$ cat src/rtl/divisor_sequencial_pkg.sv
// Shared constants and FSM state encoding for the sequential 32/16 restoring divider.
package divisor_sequencial_pkg;

  localparam int unsigned DIVIDEND_W = 32;
  localparam int unsigned DIVISOR_W  = 16;
  localparam int unsigned N_ITER     = 16;
  localparam int unsigned CNT_W      = 4;

  typedef enum logic [1:0] {
    IDLE  = 2'd0,
    CHECK = 2'd1,
    RUN   = 2'd2,
    DONE  = 2'd3
  } state_t;

endpackage

$ cat src/rtl/divisor_sequencial_subtrator.sv
// 17-bit combinational compare/subtract used by both the overflow check and each division step.
module subtrator
  import divisor_sequencial_pkg::*;
(
  input  logic [DIVISOR_W:0] Minuendo,
  input  logic [DIVISOR_W:0] Subtraendo,
  output logic [DIVISOR_W:0] Diferenca,
  output logic               Maior_igual
);

  assign Diferenca   = Minuendo - Subtraendo;
  assign Maior_igual = (Minuendo >= Subtraendo);

endmodule

$ cat src/rtl/divisor_sequencial.sv
// Sequential unsigned divider: 32-bit dividend / 16-bit divisor, one quotient bit per RUN cycle.
module divisor_sequencial
  import divisor_sequencial_pkg::*;
(
  input  logic                  Clk,
  input  logic                  Reset,
  input  logic                  St,
  input  logic [DIVIDEND_W-1:0] Dividendo,
  input  logic [DIVISOR_W-1:0]  Divisor,
  output logic [DIVISOR_W-1:0]  Quociente,
  output logic [DIVISOR_W-1:0]  Resto,
  output logic                  Overflow,
  output logic                  Idle,
  output logic                  Done
);

  state_t                state_q, state_d;
  logic [DIVIDEND_W:0]   acc_q, acc_d;
  logic [DIVISOR_W-1:0]  dreg_q, dreg_d;
  logic [CNT_W-1:0]      cnt_q, cnt_d;
  logic                  ovf_q, ovf_d;
  logic [DIVISOR_W:0]    sub_a, sub_diff;
  logic                  sub_ge;

  // acc_q MSB is always 0 while in CHECK, so it serves as the zero-extension bit there.
  assign sub_a = (state_q == CHECK) ? {acc_q[DIVIDEND_W], acc_q[DIVIDEND_W-1:DIVISOR_W]}
                                    : acc_q[DIVIDEND_W-1:DIVISOR_W-1];

  subtrator u_subtrator (
    .Minuendo    (sub_a),
    .Subtraendo  ({1'b0, dreg_q}),
    .Diferenca   (sub_diff),
    .Maior_igual (sub_ge)
  );

  always_ff @(posedge Clk) begin
    if (Reset) begin
      state_q <= IDLE;
      acc_q   <= '0;
      dreg_q  <= '0;
      cnt_q   <= '0;
      ovf_q   <= 1'b0;
    end else begin
      state_q <= state_d;
      acc_q   <= acc_d;
      dreg_q  <= dreg_d;
      cnt_q   <= cnt_d;
      ovf_q   <= ovf_d;
    end
  end

  always_comb begin
    state_d = state_q;
    acc_d   = acc_q;
    dreg_d  = dreg_q;
    cnt_d   = cnt_q;
    ovf_d   = ovf_q;
    case (state_q)
      IDLE: begin
        if (St) begin
          acc_d   = {1'b0, Dividendo};
          dreg_d  = Divisor;
          ovf_d   = 1'b0;
          state_d = CHECK;
        end
      end
      CHECK: begin
        if (sub_ge) begin
          ovf_d   = 1'b1;
          state_d = DONE;
        end else begin
          cnt_d   = '0;
          state_d = RUN;
        end
      end
      RUN: begin
        if (sub_ge) acc_d = {sub_diff, acc_q[DIVISOR_W-2:0], 1'b1};
        else        acc_d = {acc_q[DIVIDEND_W-1:0], 1'b0};
        cnt_d = cnt_q + 1'b1;
        if (cnt_q == CNT_W'(N_ITER - 1)) state_d = DONE;
      end
      DONE:    state_d = IDLE;
      default: state_d = IDLE;
    endcase
  end

  assign Quociente = acc_q[DIVISOR_W-1:0];
  assign Resto     = acc_q[DIVIDEND_W-1:DIVISOR_W];
  assign Overflow  = ovf_q;
  assign Idle      = (state_q == IDLE);
  assign Done      = (state_q == DONE);

endmodule

$ cat config.mk
export PLATFORM = sky130hd
export DESIGN_NAME = divisor_sequencial
export DESIGN_NICKNAME = d
export VERILOG_FILES = /design/src/rtl/divisor_sequencial_pkg.sv /design/src/rtl/divisor_sequencial_subtrator.sv /design/src/rtl/divisor_sequencial.sv
export SDC_FILE = /design/constraint.sdc
export NUM_CORES = 1
export LEC_CHECK = 0
export ABC_AREA = 1
export CORE_AREA = 2 2 101 103
export CTS_CLUSTER_DIAMETER = 60
export DETAILED_ROUTE_END_ITERATION = 16
export DIE_AREA = 0 0 103 105
export DONT_BUFFER_PORTS = 1
export GPL_TIMING_DRIVEN = 0
export PLACE_DENSITY = 0.62
export SYNTH_ARGS = -nofsm -noshare
export SYNTH_HDL_FRONTEND = slang
export SYNTH_HIERARCHICAL = 1
export SYNTH_SLANG_ARGS = --single-unit
export TNS_END_PERCENT = 30
$ cat constraint.sdc
create_clock -name Clk -period 2.8 [get_ports Clk]
set_input_delay 0.42 -clock Clk [delete_from_list [all_inputs] [get_ports Clk]]
set_output_delay 0.42 -clock Clk [all_outputs]
set_load 0.02 [all_outputs]
# After elaboration in Yosys (flattened, before gate mapping)
# Cells that the tools add are included.
# op_classes
n_reduce_logical	9
mux	13
add_sub_neg	2
magnitude_cmp	1
eq_ne	8
# op_table
operator	n
2-to-1 mux 33 bit	2
one-hot mux 33 bit (2 select lines)	1
greater-or-equal comparator 17 x 16 -> 1 bit	1
2-to-1 mux 17 bit	1
subtractor 17 x 16 -> 17 bit	1
!= test 2 bit, second input constant	4
one-hot mux 2 bit (4 select lines)	1
one-hot mux 4 bit (2 select lines)	1
AND reduction 2 bit	4
nonzero test 2 bit	3
adder 4 x 1 -> 4 bit, second input constant	1
equality test 2 bit, second input constant	2
equality test 4 bit, second input constant	1
2-to-1 mux 2 bit	2
2-to-1 mux 4 bit	1
2-to-1 mux 1 bit	3
AND reduction 3 bit	1
equality test 2 x 1 -> 1 bit, second input constant	1
zero test 2 bit	1
one-hot mux 1 bit (2 select lines)	1
# totals
regBits	56
in_bits	51
wordCells	38
out_inout_bits	35

# Depth between registers and ports, before layout
# logic_depth
depth_word	5
mapped_depth	21
ltp_nobuf	20

# Cells and area by module
# Netlist, hierarchy kept.
# modules_own_cells
mod	seq_area_each_um2	n_inst	cells_each	area_each_um2
divisor_sequencial	1121.1	1	460	3176.8
subtrator	0.0	1	238	1193.6

# Worst setup path after synthesis
# Ideal clock, no wire load.
# synth_timing
path_kind	register -> register
from	reg state_q[1]
to	reg acc_q[21]
arrival_time_ps	2642
setup_time_ps	70
slack_ps	89
path_buffers	3
path_stages_with_launch	19
period_less_slack_ps	2711
required_ps	2730
path_cell_list	dfxtp_1 > inv_1 > ha_1 > clkbuf_1 > o21ai_0 > ha_1 > buf_4 > nand2_1 > nand2_1 > a21oi_1 > nand2_1 > nand2_1 > nand2_1 > nand2_1 > nand2_1 > inv_2 > clkbuf_1 > o211ai_1 > a21oi_1
# synth_via
elab_chain_len	5
word_cells_on_any_way	11
cone_classes	add/sub (1); order compare (1); eq/ne (3); mux (3); reduce/logical (3)
# synth_rtl
item	line_no	text
start: declaration	divisor_sequencial.sv:17	state_t state_q, state_d;
start signal: assignment	divisor_sequencial.sv:44	state_q <= state_d;
equality test 2 x 1 -> 1 bit	divisor_sequencial.sv:26	assign sub_a = (state_q == CHECK) ? {acc_q[DIVIDEND_W], acc_q[DIVIDEND_W-1:DIVISOR_W]}
2-to-1 mux 17 bit	divisor_sequencial.sv:26	
named net sub_a[2]	divisor_sequencial.sv:22	logic [DIVISOR_W:0] sub_a, sub_diff;
greater-or-equal comparator 17 x 16 -> 1 bit	divisor_sequencial_subtrator.sv:12	assign Maior_igual = (Minuendo >= Subtraendo);
named net sub_ge	divisor_sequencial.sv:23	logic sub_ge;
2-to-1 mux 33 bit	divisor_sequencial.sv:77	if (sub_ge) acc_d = {sub_diff, acc_q[DIVISOR_W-2:0], 1'b1};
one-hot mux 33 bit (2 select lines)	divisor_sequencial.sv:58	case (state_q)
end signal: assignment	divisor_sequencial.sv:39	acc_q <= '0;
end signal: assignment	divisor_sequencial.sv:45	acc_q <= acc_d;
end: declaration	divisor_sequencial.sv:18	logic [DIVIDEND_W:0] acc_q, acc_d;
# The timed path passes the listed nets, and every way through them passes these cells.
# A chain may end at the register's enable or synchronous reset.

# Worst setup path in the final report
# Ends and elaborated chain as after synthesis.

==> results.cfg <==
[outcome]
status = completed

[sta]
skew_ns = 0.0140
min_period_ns = 2.69
finalSetupViolations = 0
slew_headroom = 0.550
fmax_ghz = 0.371
finalHoldViolations = 0
period_share = 0.962
rsz0062_at_grt = true
slew_violations = 0
tightest_slew_ns = 0.675

[die]
io_pins = 86
dieArea_mm2 = 0.0108
initial_utilization = 0.453
die_w_um = 103
dieHeight_um = 105
core_mm2 = 0.00964
placementRows = 36

[detailed_routing]
via_per_inst = 4.99
wirelength_um = 12000
drt_pre_antenna_iters = 5
antenna_left = 0
routed-via-count = 4259
wl_per_cell_um = 14.1
drc = 0
drt_iter0_markers = 191

[setup_path]
crit_path_start = state_q[1]
reg2reg_depth = 15
crit_path_end_kind = flop
r2r_end = acc_q[21]
critPathRequiredTime_ns = 3.02
worst_setup_path_start_kind = flop
crit_path_end = acc_q[21]
arrival_ns = 2.91
reg2reg_slack_ns = 0.11
crit_type = reg2reg
r2r-start = state_q[1]
crit_fanout = 10

[global_route]
grt_max_degree = 18
grt_pass1_vias = 4014
grt_first_pass_wirelength_um = 19700
gr-total-overflow = 0
antenna_found_initial = 0
grtUsageTotal = 0.227

[clock_network]
clk_path_buf_depth = 2
cts_hold_buf = 0
insertion_delay_ns = 0.32
cts_tree = yes
cts_max_level = 2
cts_buffers = 5
root_buffer = clkbuf_8
clkSlewWorstSetupHoldPaths_ns = 0.12
cts.sinks = 56

[logic_synthesis]
synth-xor-area-share = 0.0140
ys_ff_latch = 56
muxShareOfSynthArea = 0
synthAdderAreaFrac = 0.0733
avgSynthCellArea_um2 = 6.26
synth_top_family_by_area = simple AND/OR/NAND/NOR gates
syn-num-nets = 774
yosysSeqAreaShare = 0.257
yosys_warnings = 6
syn_area_mm2 = 0.00437
synth.distinct_cells = 36
yosys.area_share.simple = 0.299
synthCells = 698
synth_compound_area_frac = 0.175

[layout]
fin_area_mm2 = 0.00492
final_common_cell = nand2_1
nFillCells = 1054
most-common-layout-cells = 181 x nand2_1, 90 x inv_1, 84 x nor2_1
drive_above_1_share = 0.172
area_growth_pct = 12.6
antenna_cells = 0
layout.nets = 796

[placed_design]
placed_cell_area_mm2 = 0.00454
gp_congestion = 0.920
port_buffers = 0
dp_hpwl_um = 9370

[hold_path]
hold_class = in2reg

[flow_run]
drv_cap = 0
-- layout make-up --
class | count | area, um2 | area share
timing repair buffer | 15 | 113 | 0.0229
clock inverter | 2 | 13.8 | 0.00280
clock buffer | 6 | 72.6 | 0.0147
tap | 133 | 166 | 0.0338
multi-input combinational | 483 | 2580 | 0.525
sequential | 56 | 1130 | 0.229
inverter | 99 | 384 | 0.0780
buffer | 60 | 463 | 0.0941
-- metal layers --
metal | up-vias | global-route usage | wire length [um]
met5 | - | 0 | 0
met4 | 0 | 0.0508 | 194
met3 | 12 | 0.0462 | 713
met2 | 103 | 0.355 | 5410
met1 | 1927 | 0.320 | 5710
li1 | 2217 | - | -
-- flip-flops by register name, summed over array words and instances, names as in the netlist --
| name | flops |
|---|---|
| Overflow | 1 |
| state_q | 2 |
| acc_q | 33 |
| cnt_q | 4 |
| dreg_q | 16 |
-- how the worst min path moves through the flow --
stage / depth (start not counted) / end / start
after floorplan: 2 / acc_q[32] / acc_q[32]
after global placement: 2 / acc_q[32] / acc_q[32]
after detailed placement: 2 / acc_q[32] / acc_q[32]
after CTS: 1 / acc_q[32] / Reset
after global routing: 1 / acc_q[32] / Reset
final: 1 / acc_q[32] / Reset
-- cells in the mapped netlist --
cell        n  area (um2)
a211oi_1    1        7.51
a21oi_1    31         155
a22oi_1    16         120
and2_1      1        6.26
buf_2       6        30.0
buf_4      39         293
buf_6       3        33.8
buf_8       1        15.0
clkbuf_1   11        41.3
clkinv_4    1        8.76
conb_1      1        3.75
dfxtp_1    56        1120
fa_1        1        20.0
ha_1       24         300
inv_1      93         349
inv_2       5        18.8
nand2_1   188         706
nand2_2     7        43.8
nand2_4     1        11.3
nand2_8     2        40.0
nand3_1    18        90.1
nand3b_1    1        7.51
nand4_1     2        12.5
nor2_1     84         315
nor2_2      4        25.0
nor2_4      1        11.3
nor3_1      2        10.0
nor3_2      1        10.0
nor4_2      1        12.5
o211ai_1   16         120
o21ai_0    41         205
o21ai_1    30         150
o21ai_2     1        8.76
or2_1       1        6.26
xnor2_1     2        17.5
xor2_1      5        43.8
-- critical path, stage by stage, from the launching register on --
cell and delay (ns):
dfxtp_4 0.38, inv_4 0.08, ha_4 0.20, buf_8 0.16
o21ai_0 0.17, ha_1 0.41, nand2_2 0.10, nor2_4 0.10
inv_2 0.05, nor4_2 0.13, nand2_1 0.10, nand2_2 0.13
clkinv_4 0.11, buf_6 0.16, o211ai_1 0.21, a21oi_1 0.11
-- kinds of logic after synthesis --
group           count (synthesis)
simple gates                  314
buf+inv                       159
compound gates                136
flops                          56
fa+ha+maj                      25
xor+xnor                        7
other cells                     1
-- through the flow --
step / hold slack [ns] / setup slack (ns) / util / cells / TNS, ns
floorplan: 0.438 / 0.0887 / - / 698 / 0
global placement: 0.451 / -0.671 / 0.471 / 831 / -12.76
detailed placement: 0.465 / -0.754 / 0.471 / 831 / -13.97
CTS: 0.151 / -0.0304 / 0.489 / 841 / -0.201
global route: 0.126 / -0.0935 / 0.511 / 854 / -0.396
finish: 0.150 / 0.107 / 0.511 / 854 / 0
-- what timing repair did --
item | in CTS | in global routing
setup endpoints to repair | 24 | 23
resized for setup | 28 | 40
endpoints found under the hold margin | 0 | 0
pin swaps | 3 | 18
buffers inserted | 2 | 13
Power is not shown: default switching activity piles up to over one toggle a cycle in this logic, so the estimate is an artifact.
